File: src/rtl/ps2_host_tx.sv
// PS/2 host-to-device transmitter.
// Sends one command byte to a keyboard using the PS/2 request-to-send sequence:
// inhibit the clock, pull data low, release the clock, then put one bit on the
// data line after each device-generated falling clock edge, and finally check
// the device acknowledge bit. Both PS/2 lines are open-drain; the *_oe outputs
// pull a line low when set.
module ps2_host_tx #(
  parameter int INHIBIT_CYCLES = 10000,
  parameter int TIMEOUT_CYCLES = 1500000
) (
  input  logic       clk,
  input  logic       rst,
  input  logic [7:0] tx_data,
  input  logic       tx_valid,
  output logic       tx_ready,
  input  logic       ps2_clk_in,
  input  logic       ps2_data_in,
  output logic       ps2_clk_oe,
  output logic       ps2_data_oe,
  output logic       done,
  output logic       err
);

  // One counter serves both the inhibit delay and the transfer timeout.
  localparam int CNT_MAX = (INHIBIT_CYCLES > TIMEOUT_CYCLES) ? INHIBIT_CYCLES : TIMEOUT_CYCLES;
  localparam int CNT_W   = $clog2(CNT_MAX + 1);

  typedef enum logic [2:0] {
    S_IDLE,
    S_INHIBIT,
    S_DATA_LOW,
    S_RTS,
    S_SHIFT,
    S_ACK,
    S_WAIT_IDLE
  } state_t;

  state_t           state;
  logic [CNT_W-1:0] cnt;
  logic [CNT_W-1:0] cnt_inc;
  logic [3:0]       bit_cnt;    // device falling edges seen since the clock was released
  logic [8:0]       shreg;      // {parity, data}, shifted out LSB first
  logic             clk_meta, clk_sync, clk_prev;
  logic             data_meta, data_sync;
  logic             clk_fall;
  logic             timeout;

  // Two-flop synchronizers on both lines, plus a history flop for clock edge detection.
  // NOTE: sequential state uses non-blocking assignments so every flop samples the
  // pre-edge value of the others; blocking here would collapse the synchronizer chain.
  always_ff @(posedge clk) begin
    if (!rst) begin
      clk_meta  <= 1'b1;
      clk_sync  <= 1'b1;
      clk_prev  <= 1'b1;
      data_meta <= 1'b1;
      data_sync <= 1'b1;
    end else begin
      clk_meta  <= ps2_clk_in;
      clk_sync  <= clk_meta;
      clk_prev  <= clk_sync;
      data_meta <= ps2_data_in;
      data_sync <= data_meta;
    end
  end

  assign clk_fall = clk_prev & ~clk_sync;

  // Saturating increment: the timeout counter can never wrap back to a small value.
  assign cnt_inc = (&cnt) ? cnt : cnt + CNT_W'(1);
  assign timeout = (cnt_inc >= CNT_W'(TIMEOUT_CYCLES));

  // Transfer sequencer with registered line drivers and handshake/status outputs.
  always_ff @(posedge clk) begin
    if (!rst) begin
      state       <= S_IDLE;
      cnt         <= '0;
      bit_cnt     <= '0;
      shreg       <= '0;
      tx_ready    <= 1'b1;
      ps2_clk_oe  <= 1'b0;
      ps2_data_oe <= 1'b0;
      done        <= 1'b0;
      err         <= 1'b0;
    end else begin
      done <= 1'b0;
      err  <= 1'b0;
      case (state)
        S_IDLE: begin
          if (tx_valid) begin
            shreg      <= {~^tx_data, tx_data};   // odd parity
            cnt        <= '0;
            tx_ready   <= 1'b0;
            ps2_clk_oe <= 1'b1;
            state      <= S_INHIBIT;
          end
        end

        S_INHIBIT: begin
          if (cnt == CNT_W'(INHIBIT_CYCLES - 1)) begin
            ps2_data_oe <= 1'b1;                  // start bit
            state       <= S_DATA_LOW;
          end else begin
            cnt <= cnt + CNT_W'(1);
          end
        end

        S_DATA_LOW: begin
          ps2_clk_oe <= 1'b0;                     // hand the clock to the device
          cnt        <= '0;
          bit_cnt    <= '0;
          state      <= S_RTS;
        end

        default: begin
          cnt <= cnt_inc;
          if (timeout) begin
            ps2_clk_oe  <= 1'b0;
            ps2_data_oe <= 1'b0;
            tx_ready    <= 1'b1;
            err         <= 1'b1;
            state       <= S_IDLE;
          end else begin
            case (state)
              S_RTS, S_SHIFT: begin
                if (clk_fall) begin
                  bit_cnt <= bit_cnt + 4'd1;
                  if (bit_cnt == 4'd9) begin
                    ps2_data_oe <= 1'b0;          // stop bit: release the line
                    state       <= S_ACK;
                  end else begin
                    ps2_data_oe <= ~shreg[0];     // edges 1..8 data, edge 9 parity
                    shreg       <= shreg >> 1;
                    state       <= S_SHIFT;
                  end
                end
              end

              S_ACK: begin
                if (clk_fall) begin
                  if (!data_sync) begin
                    state <= S_WAIT_IDLE;
                  end else begin
                    err      <= 1'b1;
                    tx_ready <= 1'b1;
                    state    <= S_IDLE;
                  end
                end
              end

              S_WAIT_IDLE: begin
                if (clk_sync && data_sync) begin
                  done     <= 1'b1;
                  tx_ready <= 1'b1;
                  state    <= S_IDLE;
                end
              end

              default: begin
                state <= S_IDLE;
              end
            endcase
          end
        end
      endcase
    end
  end

endmodule

File: config.mk
export PLATFORM = sky130hd
export DESIGN_NAME = ps2_host_tx
export DESIGN_NICKNAME = d
export VERILOG_FILES = /design/src/rtl/ps2_host_tx.sv
export SDC_FILE = /design/constraint.sdc
export NUM_CORES = 1
export LEC_CHECK = 0
export ABC_AREA = 1
export CORE_UTILIZATION = 50
export DETAILED_ROUTE_END_ITERATION = 10
export GPL_TIMING_DRIVEN = 0
export PLACE_DENSITY_LB_ADDON = 0.12
export SETUP_SLACK_MARGIN = 0.1
export SYNTH_ARGS = -nofsm -noshare
export SYNTH_HDL_FRONTEND = slang
export SYNTH_SLANG_ARGS = --single-unit
File: constraint.sdc
create_clock -name clk -period 3.7 [get_ports clk]
set_input_delay 0.74 -clock clk [delete_from_list [all_inputs] [get_ports clk]]
set_output_delay 0.74 -clock clk [all_outputs]
set_load 0.02 [all_outputs]
# Yosys cells after proc, flatten, opt, wreduce, memory -nomap -nowiden
# Index checks and enable logic that the tools add are counted.
[classes]
n_lt_le_gt_ge = 1
eq_ne = 20
n_addsub = 2
mux = 45
reduce_logical = 25
bitwise_logic = 9
[ops]
columns = ["cell", "count"]
rows = [
  ["2-to-1 mux 21 bit", 3],
  ["one-hot mux 21 bit (3 select lines)", 1],
  ["2-to-1 mux 9 bit", 5],
  ["adder 21 x 1 -> 21 bit (second input constant)", 1],
  ["== test 21 x 14 -> 1 bit (second input constant)", 1],
  ["greater-or-equal comparator 21 bit (second input constant)", 1],
  ["2-to-1 mux 3 bit", 7],
  ["AND reduction 21 bit", 1],
  ["2-to-1 mux 1 bit", 18],
  ["one-hot mux 3 bit (3 select lines)", 2],
  ["one-hot mux 9 bit (2 select lines)", 1],
  ["2-to-1 mux 4 bit", 3],
  ["!= test 6 bit (second input constant)", 2],
  ["AND reduction 6 bit", 2],
  ["== test 3 bit (second input constant)", 3],
  ["nonzero test 3 bit", 3],
  ["!= test 4 bit (second input constant)", 2],
  ["NOT 1 bit", 8],
  ["one-hot mux 4 bit (2 select lines)", 1],
  ["AND reduction 4 bit", 2],
  ["nonzero test 2 bit", 4],
  ["OR reduction 2 bit", 4],
  ["XNOR reduction 8 bit", 1],
  ["== test 3 x 2 -> 1 bit (second input constant)", 2],
  ["other kinds (18)", 24],
]
[word_totals]
register_bits = 47
word_cells = 116
out_inout_bits = 5
inputBits = 13

# Logic depth before layout (Yosys ltp)
# Gate-level depths: netlist (run 1).
[logic_depth]
depth_word = 6
ltp_mapped = 19
depth_no_buf = 19

# Worst setup path after synthesis (run 1)
# No wires, ideal clock.
[synth_path]
path_kind = "register -> register"
from = "register cnt[1]"
to = "register shreg[0]"
period_less_slack_ns = 2.075
n_path_buf = 1
stages_incl_launch_ff = 17
t_required_ns = 3.632
t_arrival_ns = 2.008
setup_slack_ns = 1.625
setup_ns = 0.068
cell_sequence = "dfxtp_1 ha_1 nand2_2 nor2_4 nand2_4 nor2_4 nand2_4 buf_6 nand2_4 nand2_2 nor2_4 nand3_4 nand3_2 nand2_4 nand2_4 nand2_1 a21oi_2"
[synth_between]
elab_chain_len = 5
[synth_lines]
columns = ["item", "line", "text"]
rows = [
  ["from (decl)", "39", "logic [CNT_W-1:0] cnt;"],
  ["from (signal assigned)", "104", "cnt <= cnt + CNT_W'(1);"],
  ["from (signal assigned)", "116", "cnt <= cnt_inc;"],
  ["adder 21 x 1 -> 21 bit / AND reduction 21 bit (equally long branches)", "70", "assign cnt_inc = (&cnt) ? cnt : cnt + CNT_W'(1);"],
  ["2-to-1 mux 21 bit (*)", "70", ""],
  ["greater-or-equal comparator 21 bit (*)", "71", "assign timeout = (cnt_inc >= CNT_W'(TIMEOUT_CYCLES));"],
  ["!= test 2 x 1 -> 1 bit (no line) (*)", "--", ""],
  ["AND reduction 6 bit (no line) (*)", "--", ""],
  ["to (signal assigned)", "91", "shreg <= {~^tx_data, tx_data};"],
  ["to (signal assigned)", "133", "shreg <= shreg >> 1;"],
  ["to (decl)", "42", "logic [8:0] shreg;"],
]
# Every way passes the cells marked *; elsewhere a longest branch is shown, timed or not.
# A chain may end at the register's enable or synchronous reset.

# Worst setup path after layout (run 1)
[layout_path]
from = "register state[2]"
to = "register cnt[15]"
[layout_between]
elab_chain_len = 3
[layout_lines]
columns = ["item", "line", "text"]
rows = [
  ["from (decl)", "38", "state_t state;"],
  ["from (signal assigned)", "76", "state <= S_IDLE;"],
  ["from (signal assigned)", "95", "state <= S_INHIBIT;"],
  ["from (signal assigned)", "102", "state <= S_DATA_LOW;"],
  ["== test 3 x 1 -> 1 bit / logical NOT 3 bit (equally long branches)", "88", "case (state)"],
  ["!= test 2 bit (no line)", "--", ""],
  ["AND reduction 2 bit (no line)", "--", ""],
]
# Several ways; a longest one is shown, not always the timed one.

==> results of run 1 <==
==> kinds of logic after synthesis <==
kind of cell    count (synthesis)  share of synthesized area
xor+xnor                       13                     0.0357
buf+inv                        72                     0.0883
fa+ha+maj                       3                     0.0118
flops                          47                      0.295
compound gates                 75                      0.141
simple gates                  295                      0.428
==> cells in the final DEF, fill, tap and decap left out, types with 7 or more instances in the layout <==
master | Yosys | layout
a21oi_1 | 26 | 26
a221oi_1 | 7 | 7
a31oi_1 | 14 | 14
clkbuf_1 | 12 | 12
clkdlybuf4s50_1 | 0 | 17
dfxtp_1 | 47 | 47
inv_1 | 55 | 55
nand2_1 | 158 | 158
nand3_1 | 49 | 49
nand4_1 | 7 | 7
nor2_1 | 43 | 43
o21ai_0 | 18 | 18
xor2_1 | 7 | 7
==> registers in the layout, indices dropped and copies added (netlist names) <==
register and cells:
done 1, data_meta 1, data_sync 1, cnt 21
clk_prev 1, tx_ready 1, shreg 9, clk_sync 1
err 1, ps2_data_oe 1, bit_cnt 4, state 3
clk_meta 1, ps2_clk_oe 1
==> power breakdown <==
part           total, W  switching (W)  internal, W
Sequential     0.000661      0.0000728     0.000588
Combinational  0.000838       0.000571     0.000267
Clock          0.000338       0.000199     0.000138
Total           0.00184       0.000843     0.000993
==> worst max-delay path, stage by stage (launching register included) <==
cell,delay (ps)
dfxtp_1,370
nor2_1,250
inv_1,130
nor2_2,360
inv_1,150
o22ai_2,470
clkbuf_1,520
nand2_1,110
a31oi_1,170
==> layer usage <==
| metal | up-vias | GRT usage | share of wire | wire length, um |
|---|---|---|---|---|
| li1 | 1691 | - | - | - |
| met5 | - | 0 | 0 | 0 |
| met1 | 1543 | 0.369 | 0.48 | 3970 |
| met2 | 102 | 0.434 | 0.46 | 3780 |
| met4 | 0 | 0.0632 | 0.0069 | 57 |
| met3 | 7 | 0.0356 | 0.059 | 490 |
==> metrics by stage <==
| step | instances | util | power (W) | hold slack (ps) | worst slack (ps) |
|---|---|---|---|---|---|
| after floorplan | 505 | - | 0.00126 | 393 | 1620 |
| after global placement | 597 | 0.573 | 0.00148 | 399 | 1150 |
| after detailed placement | 597 | 0.573 | 0.00150 | 403 | 1160 |
| after CTS | 605 | 0.588 | 0.00183 | 430 | 1160 |
| after global routing | 605 | 0.588 | 0.00196 | 463 | 919 |
| final | 605 | 0.588 | 0.00184 | 425 | 1090 |
==> worst max-delay path by stage <==
stage                to  slack [ps]  cells after the start
6_report        cnt[15]        1090                      8
5_1_grt         cnt[15]         920                      8
4_1_cts        shreg[8]        1160                     16
3_5_place_dp    cnt[15]        1160                      5
3_3_place_gp     cnt[5]        1150                      5
2_1_floorplan  shreg[0]        1620                     16
==> final cells by class <==
type	instances	area, um^2
repair buffers	17	170
plain buffers	14	63.8
inverters	58	218
multi-input cells	386	1970
clock inverters	3	25.0
fillers	624	2480
well taps	75	93.8
flip-flops and latches	47	941
clock buffers	5	68.8
==> results by group, run 1 <==
Pwr
  • LEAKAGE: 1.48 nW
  • VDD IR-drop max: between 0.0003 and 0.0004 V
  • P per Cell Area: 518 nW/um^2

Synthesis
  • Mapped Nets: 521
  • Synth top cells by count: 158 x nand2_1, 55 x inv_1, 49 x nand3_1
  • Sequential area share after synthesis: 0.295
  • Synth area leaders: dfxtp_1 30%, nand2_1 19%, nand3_1 7.7%
  • Ys Warns: 0
  • Mapped Cells: 505
  • Leading area contributor after synthesis: dfxtp_1
  • Unique masters post-synth: 34
  • Seq cells post-synth: 47
  • Number of enable flip-flop cells after synthesis: 0
  • Post-synth top area share: 0.295
  • Average size of a mapped cell: 6.31 um^2
  • Count leader, synth: nand2_1
  • Fraction of registers with async set/reset: 0
  • Synth Cell Area: roughly 3200 um^2
  • Top FF cell, synth: dfxtp_1

Global routing
  • GRT Util Overall: 0.266
  • Pin count of the biggest net entering global routing: 18
  • Initial antenna violation count: 0
  • Grt total ovfl: 0
  • Number of global-route vias before repair: 2926
  • First-pass GRT wire length: 13.8 mm

Critical path
  • Crit-path max FO: 10
  • R2r setup slk: 1090 ps
  • Crit. Startpoint: state[2]
  • R2r startpoint: state[2]
  • Critical path data arrival time: 2840 ps
  • Critical Path Sink Type: register
  • CP required: 3930 ps
  • R2r endpoint: cnt[15]
  • Worst Setup Path Type: register to register
  • Setup crit start kind: register
  • Reg2Reg Depth: 8

Clocking
  • CTS tree: yes
  • Clock tree sinks: 47
  • Post-cts resize count: 0
  • Worst-path clk slew: ~100 ps
  • CTS Hold Buffers Added: 0
  • CTS root buffer: clkbuf_8
  • Clk Latency, worst-skew pair: ~310 ps
  • Post-CTS Setup Inserts: 0
  • Htree depth: 2
  • Clock buffer depth: 2
  • Cts bufs inserted: 5

Route
  • Via count: 3343
  • Final wirelength: between 8 and 9 mm
  • Post-DR vias/cell: 5.53
  • Per-cell routed wire length: 13.7 um
  • DRT Pass-1 Iters: 5
  • # DRC: 0
  • Post-route ant nets: 0
  • Initial drt markers: 265

Place
  • Dpl cell area: 3450 um^2
  • Port Buffers: 17
  • Final GP Congestion: 0.903
  • DPL Wire Length: approximately 6 mm

Final layout
  • Ant. Diodes: 0
  • Layout cells sized above 1: 0.0906
  • Area Growth Syn to Fin: 11.2%
  • Post-route cell area: 3550 um^2
  • NumNets Final: 545

Run status
  • Status: finished, final reports clean

Timing
  • Crit share post-route: 0.706
  • Slew @ Worst Pin: about 700 ps
  • Final setup fails: 0
  • Sum Neg Setup Slack: 0 ps
  • Final worst clock skew: approximately 11 ps
  • RSZ-0062 raised after global routing: false
  • Final Hold Fails: 0
  • Fmax: 0.383 GHz
  • Max Slew Vio Count: 0
  • Minimum clock period: 2610 ps
  • Worst slew margin: 0.538

Min path
  • Hold WC Path Type: register to register
  • Hold_sp: data_meta
  • Worst Hold Depth: 1
  • Hold Path End: data_sync

Die
  • Vert. Die Dim: just over 80 um
  • I/O pins: 18
  • Core area: about 6000 um^2
  • Rows: 28
  • Initial Utilization: 0.529
  • Full die area: 6700 um^2
  • Die W: 81.9 um

Flow run
  • Max Cap Violations: 0
Power figures use the tool's default switching activity.
==> run 2: changes to the inputs <==
==> constraint.sdc (replaced) <==
create_clock -name clk -period 2.6 [get_ports clk]
set_input_delay 0.52 -clock clk [delete_from_list [all_inputs] [get_ports clk]]
set_output_delay 0.52 -clock clk [all_outputs]
set_load 0.02 [all_outputs]
==> results by group, run 2 (synthesis results as in run 1) <==
Final layout
  • Largest regs: cnt (21), shreg (9), bit_cnt (4)
  • # fillers: 611 (-2.1%)
  • Storage element area: 951 um^2 (+1.1%)
  • Ant. Diodes: 0 (unchanged)
  • NumNets Final: 549 (+0.73%)
  • Layout cells sized above 1: 0.122 (+0.0312)
  • Area Growth Syn to Fin: 14.6%
  • Multi-input logic area: 2030 um^2 (+3.3%)
  • Max reg flops: 21 (unchanged)
  • Commonest non-fill, non-tap cell in the layout: nand2_1
  • Top reg by flops: cnt
  • Most frequent cells in the layout: 156 x nand2_1, 54 x inv_1, 49 x nand3_1

Timing
  • Minimum clock period: 2330 ps (-280 ps)
  • Max Slew Vio Count: 0 (unchanged)
  • Sum Neg Setup Slack: 0 ps (unchanged)
  • Final setup fails: 0 (unchanged)
  • Final worst clock skew: 12.0 ps (+1.22 ps)
  • RSZ-0062 raised after global routing: false
  • Final Hold Fails: 0 (unchanged)
  • Final worst slack: 267 ps (-820 ps)
  • Fmax: 0.429 GHz (+12%)
  • Crit share post-route: 0.897 (+0.191)
  • Worst slew margin: 0.538 (about the same)
  • Slew @ Worst Pin: 693 ps (+0.653 ps)

Clocking
  • Clock buffer depth: 2 (unchanged)
  • Cts bufs inserted: 5 (unchanged)
  • Clock tree sinks: 47 (unchanged)
  • CTS root buffer: clkbuf_8
  • Htree depth: 2 (unchanged)
  • CTS tree: yes
  • Clk Latency, worst-skew pair: 310 ps (about the same)
  • CTS Hold Buffers Added: 0 (unchanged)
  • Worst-path clk slew: 100 ps (about the same)

Critical path
  • CP required: 2850 ps (-1080 ps)
  • Crit-path max FO: 9 (-1)
  • R2r endpoint: shreg[8]
  • Worst Setup Path Type: register to register
  • Reg2Reg Depth: 15 (+7)
  • R2r setup slk: 270 ps (-820 ps)
  • Setup crit start kind: register
  • Critical Path Sink Type: register
  • Critical path data arrival time: 2580 ps (-260 ps)
  • R2r startpoint: cnt[0]

Min path
  • Hold_sp: data_meta
  • Hold Path End: data_sync
  • Worst Hold Depth: 1 (unchanged)
  • Hold WC Path Type: register to register

Die
  • Vert. Die Dim: 81.9 um (unchanged)
  • Core area: 6030 um^2 (unchanged)
  • Die W: 81.9 um (unchanged)
  • Initial Utilization: 0.529 (unchanged)
  • I/O pins: 18 (unchanged)
  • Rows: 28 (unchanged)
  • Full die area: 6700 um^2 (unchanged)

Global routing
  • Initial antenna violation count: 0 (unchanged)
  • Pin count of the biggest net entering global routing: 18 (unchanged)
  • Number of global-route vias before repair: 2926 (unchanged)
  • GRT Util Overall: 0.266 (unchanged)
  • First-pass GRT wire length: 13.8 mm (unchanged)
  • Grt total ovfl: 0 (unchanged)

Route
  • # DRC: 0 (unchanged)
  • Final wirelength: 8.53 mm (+2.9%)
  • Per-cell routed wire length: 14.0 um (+2.3%)
  • Via count: 3380 (+1.1%)
  • Initial drt markers: 201 (-24%)
  • Post-route ant nets: 0 (unchanged)
  • DRT Pass-1 Iters: 4 (-1)
  • Post-DR vias/cell: 5.55 (+0.44%)

Pwr
  • Design Power: 0.00270 W (+47%)
  • Clock group share of total power: 0.179 (-0.005)
  • Register share of total power: 0.354 (-0.006)
  • P_int: 0.00145 W (+46%)
  • P per Cell Area: 740 nW/um^2 (+43%)
  • VDD IR-drop max: 0.000450 V (+45%)
  • LEAKAGE: 1.51 nW (+2.0%)
  • Psw: 0.00125 W (+48%)
  • Switch share: 0.462 (+0.00279)
  • Gate power share: 0.467 (+0.011)

Place
  • DPL Wire Length: 6.14 mm (unchanged)
  • Port Buffers: 17 (unchanged)
  • Pre-CTS worst setup slack: 82.8 ps (-1070 ps)
  • Final GP Congestion: 0.903 (unchanged)

Flow run
  • Max Cap Violations: 0 (unchanged)

Run status
  • Status: finished, final reports clean
[run 2: power by group through the flow]
stage,registers [W],logic (W),clock network (W)
floorplan,0.000943,0.000849,0
global placement,0.000949,0.00115,0
detailed placement,0.000951,0.00118,0
CTS,0.000937,0.00118,0.000494
global route,0.000970,0.00139,0.000523
finish,0.000957,0.00126,0.000485
[run 2: how the worst max path moves through the flow]
stage,from,end,slack [ps],cells past startpoint
after CTS,cnt[1],shreg[8],80,16
after global routing,cnt[11],state[1],90,14
after detailed placement,cnt[1],shreg[8],80,16
final,cnt[0],shreg[8],270,15
after global placement,state[2],cnt[5],110,8
after floorplan,cnt[1],shreg[0],520,16
[run 2: area by class of cell]
type                       instances  share of cell area
buffer                            14              0.0192
clock buffer                       5              0.0188
clock inverter                     3             0.00685
inverter                          58              0.0603
multi-input combinational        387               0.556
sequential                        47               0.260
tap                               75              0.0257
timing repair buffer              20              0.0528
[run 2: routing by layer]
layer | part of all wire | wire (um) | global-route usage
met3 | 0.050 | 430 | 0.0356
met1 | 0.48 | 4080 | 0.369
met2 | 0.46 | 3950 | 0.434
met4 | 0.0084 | 72 | 0.0632
met5 | 0 | 0 | 0
[run 2: critical path: stages (launching register included)]
cell and delay [ps]:
dfxtp_2 390, ha_4 160, nand2_2 80, nor2_4 170, nand2_4 90, nor2_4 150
nand2_4 130, nand3_1 160, nand2_2 90, nor2_2 160, nand3_4 160, nand3_4 150
nand2_8 90, nand2_8 100, nand2_1 80, a21oi_2 120
[run 2: metrics by stage]
step | cell area, um^2 | hold WS [ps] | util | instances
finish | 3650 | 429 | 0.606 | 609
global route | 3650 | 463 | 0.606 | 609
CTS | 3550 | 430 | 0.589 | 605
detailed placement | 3450 | 403 | 0.573 | 597
global placement | 3450 | 399 | 0.573 | 597
floorplan | 3190 | 393 | - | 505
[run 2: repair_timing]
item | CTS | global route
buffers inserted | 0 | 3
endpoints found under the setup margin | 13 | 40
gates resized for setup | 2 | 23
gates cloned | 0 | 1
pin swaps | 0 | 9
==> run 3: changes to the inputs <==
--- a/config.mk
+++ b/config.mk
@@ -10,7 +10,7 @@
 export DETAILED_ROUTE_END_ITERATION = 10
 export GPL_TIMING_DRIVEN = 0
 export PLACE_DENSITY_LB_ADDON = 0.12
-export SETUP_SLACK_MARGIN = 0.1
+export SETUP_SLACK_MARGIN = 0.02
 export SYNTH_ARGS = -nofsm -noshare
 export SYNTH_HDL_FRONTEND = slang
 export SYNTH_SLANG_ARGS = --single-unit
==> results by group, run 3 (synthesis results as in run 1) <==
Run status
  • Status: finished, final reports clean

Final layout
  • Ant. Diodes: 0 (unchanged)
  • NumNets Final: 546 (-0.55%)
  • Most frequent cells in the layout: 158 x nand2_1, 54 x inv_1, 49 x nand3_1
  • Layout cells sized above 1: 0.105 (-0.0163)
  • Commonest non-fill, non-tap cell in the layout: nand2_1
  • Post-route cell area: 3590 um^2 (-1.8%)
  • Max reg flops: 21 (unchanged)
  • Area Growth Syn to Fin: 12.5%
  • Top reg by flops: cnt
  • # fillers: 614 (+0.49%)
  • Largest regs: cnt (21), shreg (9), bit_cnt (4)

Critical path
  • Cell Chain, Critical Path: ha_2, nand2_2, nor2_4, nand2_4, nor2_4, nand2_4, buf_6, o21ai_1, nand2_1, nand2_1, nand3_4, nand3_2, nand2_4, nand2_8, nand2_1, a21oi_2
  • CP required: 2850 ps (about the same)
  • Setup crit start kind: register
  • Crit-path max cell delay: 380 ps (about the same)
  • Critical Path Sink Type: register
  • Critical path data arrival time: 2690 ps (+110 ps)
  • Crit-path max FO: 10 (+1)
  • Slowest CP cell: dfxtp_2
  • Worst Setup Path Type: register to register

Route
  • Per-cell routed wire length: 13.9 um (-0.73%)
  • Post-route ant nets: 0 (unchanged)
  • # DRC: 0 (unchanged)
  • Via count: 3366 (-0.41%)
  • Initial drt markers: 245 (+22%)
  • Post-DR vias/cell: 5.55 (about the same)
  • DRT Pass-1 Iters: 5 (+1)
  • Final wirelength: 8.43 mm (-1.2%)

Clocking
  • Clk Latency, worst-skew pair: 310 ps (about the same)
  • Htree depth: 2 (unchanged)
  • Cts bufs inserted: 5 (unchanged)
  • CTS root buffer: clkbuf_8
  • CTS Hold Buffers Added: 0 (unchanged)
  • Clock tree sinks: 47 (unchanged)
  • Worst-path clk slew: 100 ps (about the same)
  • Clock buffer depth: 2 (unchanged)
  • CTS tree: yes

Timing
  • Final worst clock skew: 12.9 ps (+0.922 ps)
  • Max Slew Vio Count: 0 (unchanged)
  • Minimum clock period: 2440 ps (+107 ps)
  • Slew @ Worst Pin: 689 ps (-4.22 ps)
  • Worst slew margin: 0.541 (+0.00282)
  • RSZ-0062 raised after global routing: false
  • Final setup fails: 0 (unchanged)
  • Fmax: 0.410 GHz (-4.4%)
  • Final Hold Fails: 0 (unchanged)
  • Sum Neg Setup Slack: 0 ps (unchanged)
  • Crit share post-route: 0.938 (+0.0412)

Flow run
  • Max Cap Violations: 0 (unchanged)

Pwr
  • Psw: 0.00123 W (-1.9%)
  • VDD IR-drop max: 0.000450 V (about the same)
  • Register share of total power: 0.355 (about the same)
  • Clock group share of total power: 0.182 (+0.003)
  • Gate power share: 0.463 (-0.004)
  • P per Cell Area: 742 nW/um^2 (+0.26%)
  • LEAKAGE: 1.49 nW (-1.4%)
  • P_int: 0.00144 W (-1.3%)
  • Switch share: 0.461 (-0.00138)
  • Design Power: 0.00266 W (-1.6%)

Die
  • Initial Utilization: 0.529 (unchanged)
  • Core area: 6030 um^2 (unchanged)
  • Full die area: 6700 um^2 (unchanged)
  • Rows: 28 (unchanged)
  • Die W: 81.9 um (unchanged)
  • Vert. Die Dim: 81.9 um (unchanged)
  • I/O pins: 18 (unchanged)

Global routing
  • GRT Util Overall: 0.266 (unchanged)
  • Number of global-route vias before repair: 2926 (unchanged)
  • Initial antenna violation count: 0 (unchanged)
  • Grt total ovfl: 0 (unchanged)
  • Pin count of the biggest net entering global routing: 18 (unchanged)
  • First-pass GRT wire length: 13.8 mm (unchanged)

Place
  • Final GP Congestion: 0.903 (unchanged)
  • Port Buffers: 17 (unchanged)
  • DPL Wire Length: 6.14 mm (unchanged)
  • Dpl cell area: 3450 um^2 (unchanged)

Min path
  • Hold WC Path Type: register to register
==> run 3: timing repair <==
item / CTS / global route
resized for setup: 0 / 15
endpoints found under the setup margin: 0 / 38
buffers inserted: 0 / 1
==> run 3: path summary, 6_finish.rpt <==
| kind | from | depth (start not counted) | endpoint | slack [ps] |
|---|---|---|---|---|
| setup / recovery | cnt[1] | 16 | shreg[8] | 160 |
| hold / removal | data_meta | 1 | data_sync | 430 |
| setup reg to reg | cnt[1] | 16 | shreg[8] | 160 |
| hold reg to reg | data_meta | 1 | data_sync | 430 |
==> run 3: worst max-delay path, delay by kind of cell (launching register included) <==
family,cells,cell delay [ps]
AND/OR/NAND/NOR,12,1390
adder cells (fa/ha/maj),1,210
AO/OA/AOI/OAI,2,190
buffers and inverters,1,190
flip-flops,1,380
==> run 3: layout make-up <==
| type | count | area, um^2 | share of cell area |
|---|---|---|---|
| Buffer | 14 | 66.3 | 0.0185 |
| Clock buffer | 5 | 68.8 | 0.0192 |
| Clock inverter | 3 | 25.0 | 0.00698 |
| Inverter | 58 | 220 | 0.0614 |
| Multi-Input combinational cell | 386 | 1990 | 0.555 |
| Sequential cell | 47 | 945 | 0.263 |
| Tap cell | 75 | 93.8 | 0.0262 |
| Timing Repair Buffer | 18 | 178 | 0.0495 |
==> run 3: power by group through the flow <==
| stage | registers, W | logic, W | clock network (W) |
|---|---|---|---|
| finish | 0.000944 | 0.00123 | 0.000485 |
| global route | 0.000960 | 0.00136 | 0.000523 |
| CTS | 0.000936 | 0.00118 | 0.000494 |
| detailed placement | 0.000951 | 0.00118 | 0 |
| global placement | 0.000949 | 0.00115 | 0 |
| floorplan | 0.000943 | 0.000849 | 0 |
==> run 3: per-layer routing <==
metal | track usage | share of wire
met5 | 0 | 0
met4 | 0.0632 | 0.0082
met3 | 0.0356 | 0.057
met2 | 0.434 | 0.46
met1 | 0.369 | 0.48
==> run 3: through the flow <==
| stage | util | worst slack, ps | cells | hold WS [ps] |
|---|---|---|---|---|
| 2_1_floorplan | - | 525 | 505 | 393 |
| 3_3_place_gp | 0.573 | 109 | 597 | 399 |
| 3_5_place_dp | 0.573 | 82.8 | 597 | 403 |
| 4_1_cts | 0.588 | 57.4 | 605 | 430 |
| 5_1_grt | 0.595 | 31.8 | 606 | 463 |
| 6_report | 0.595 | 160 | 606 | 430 |
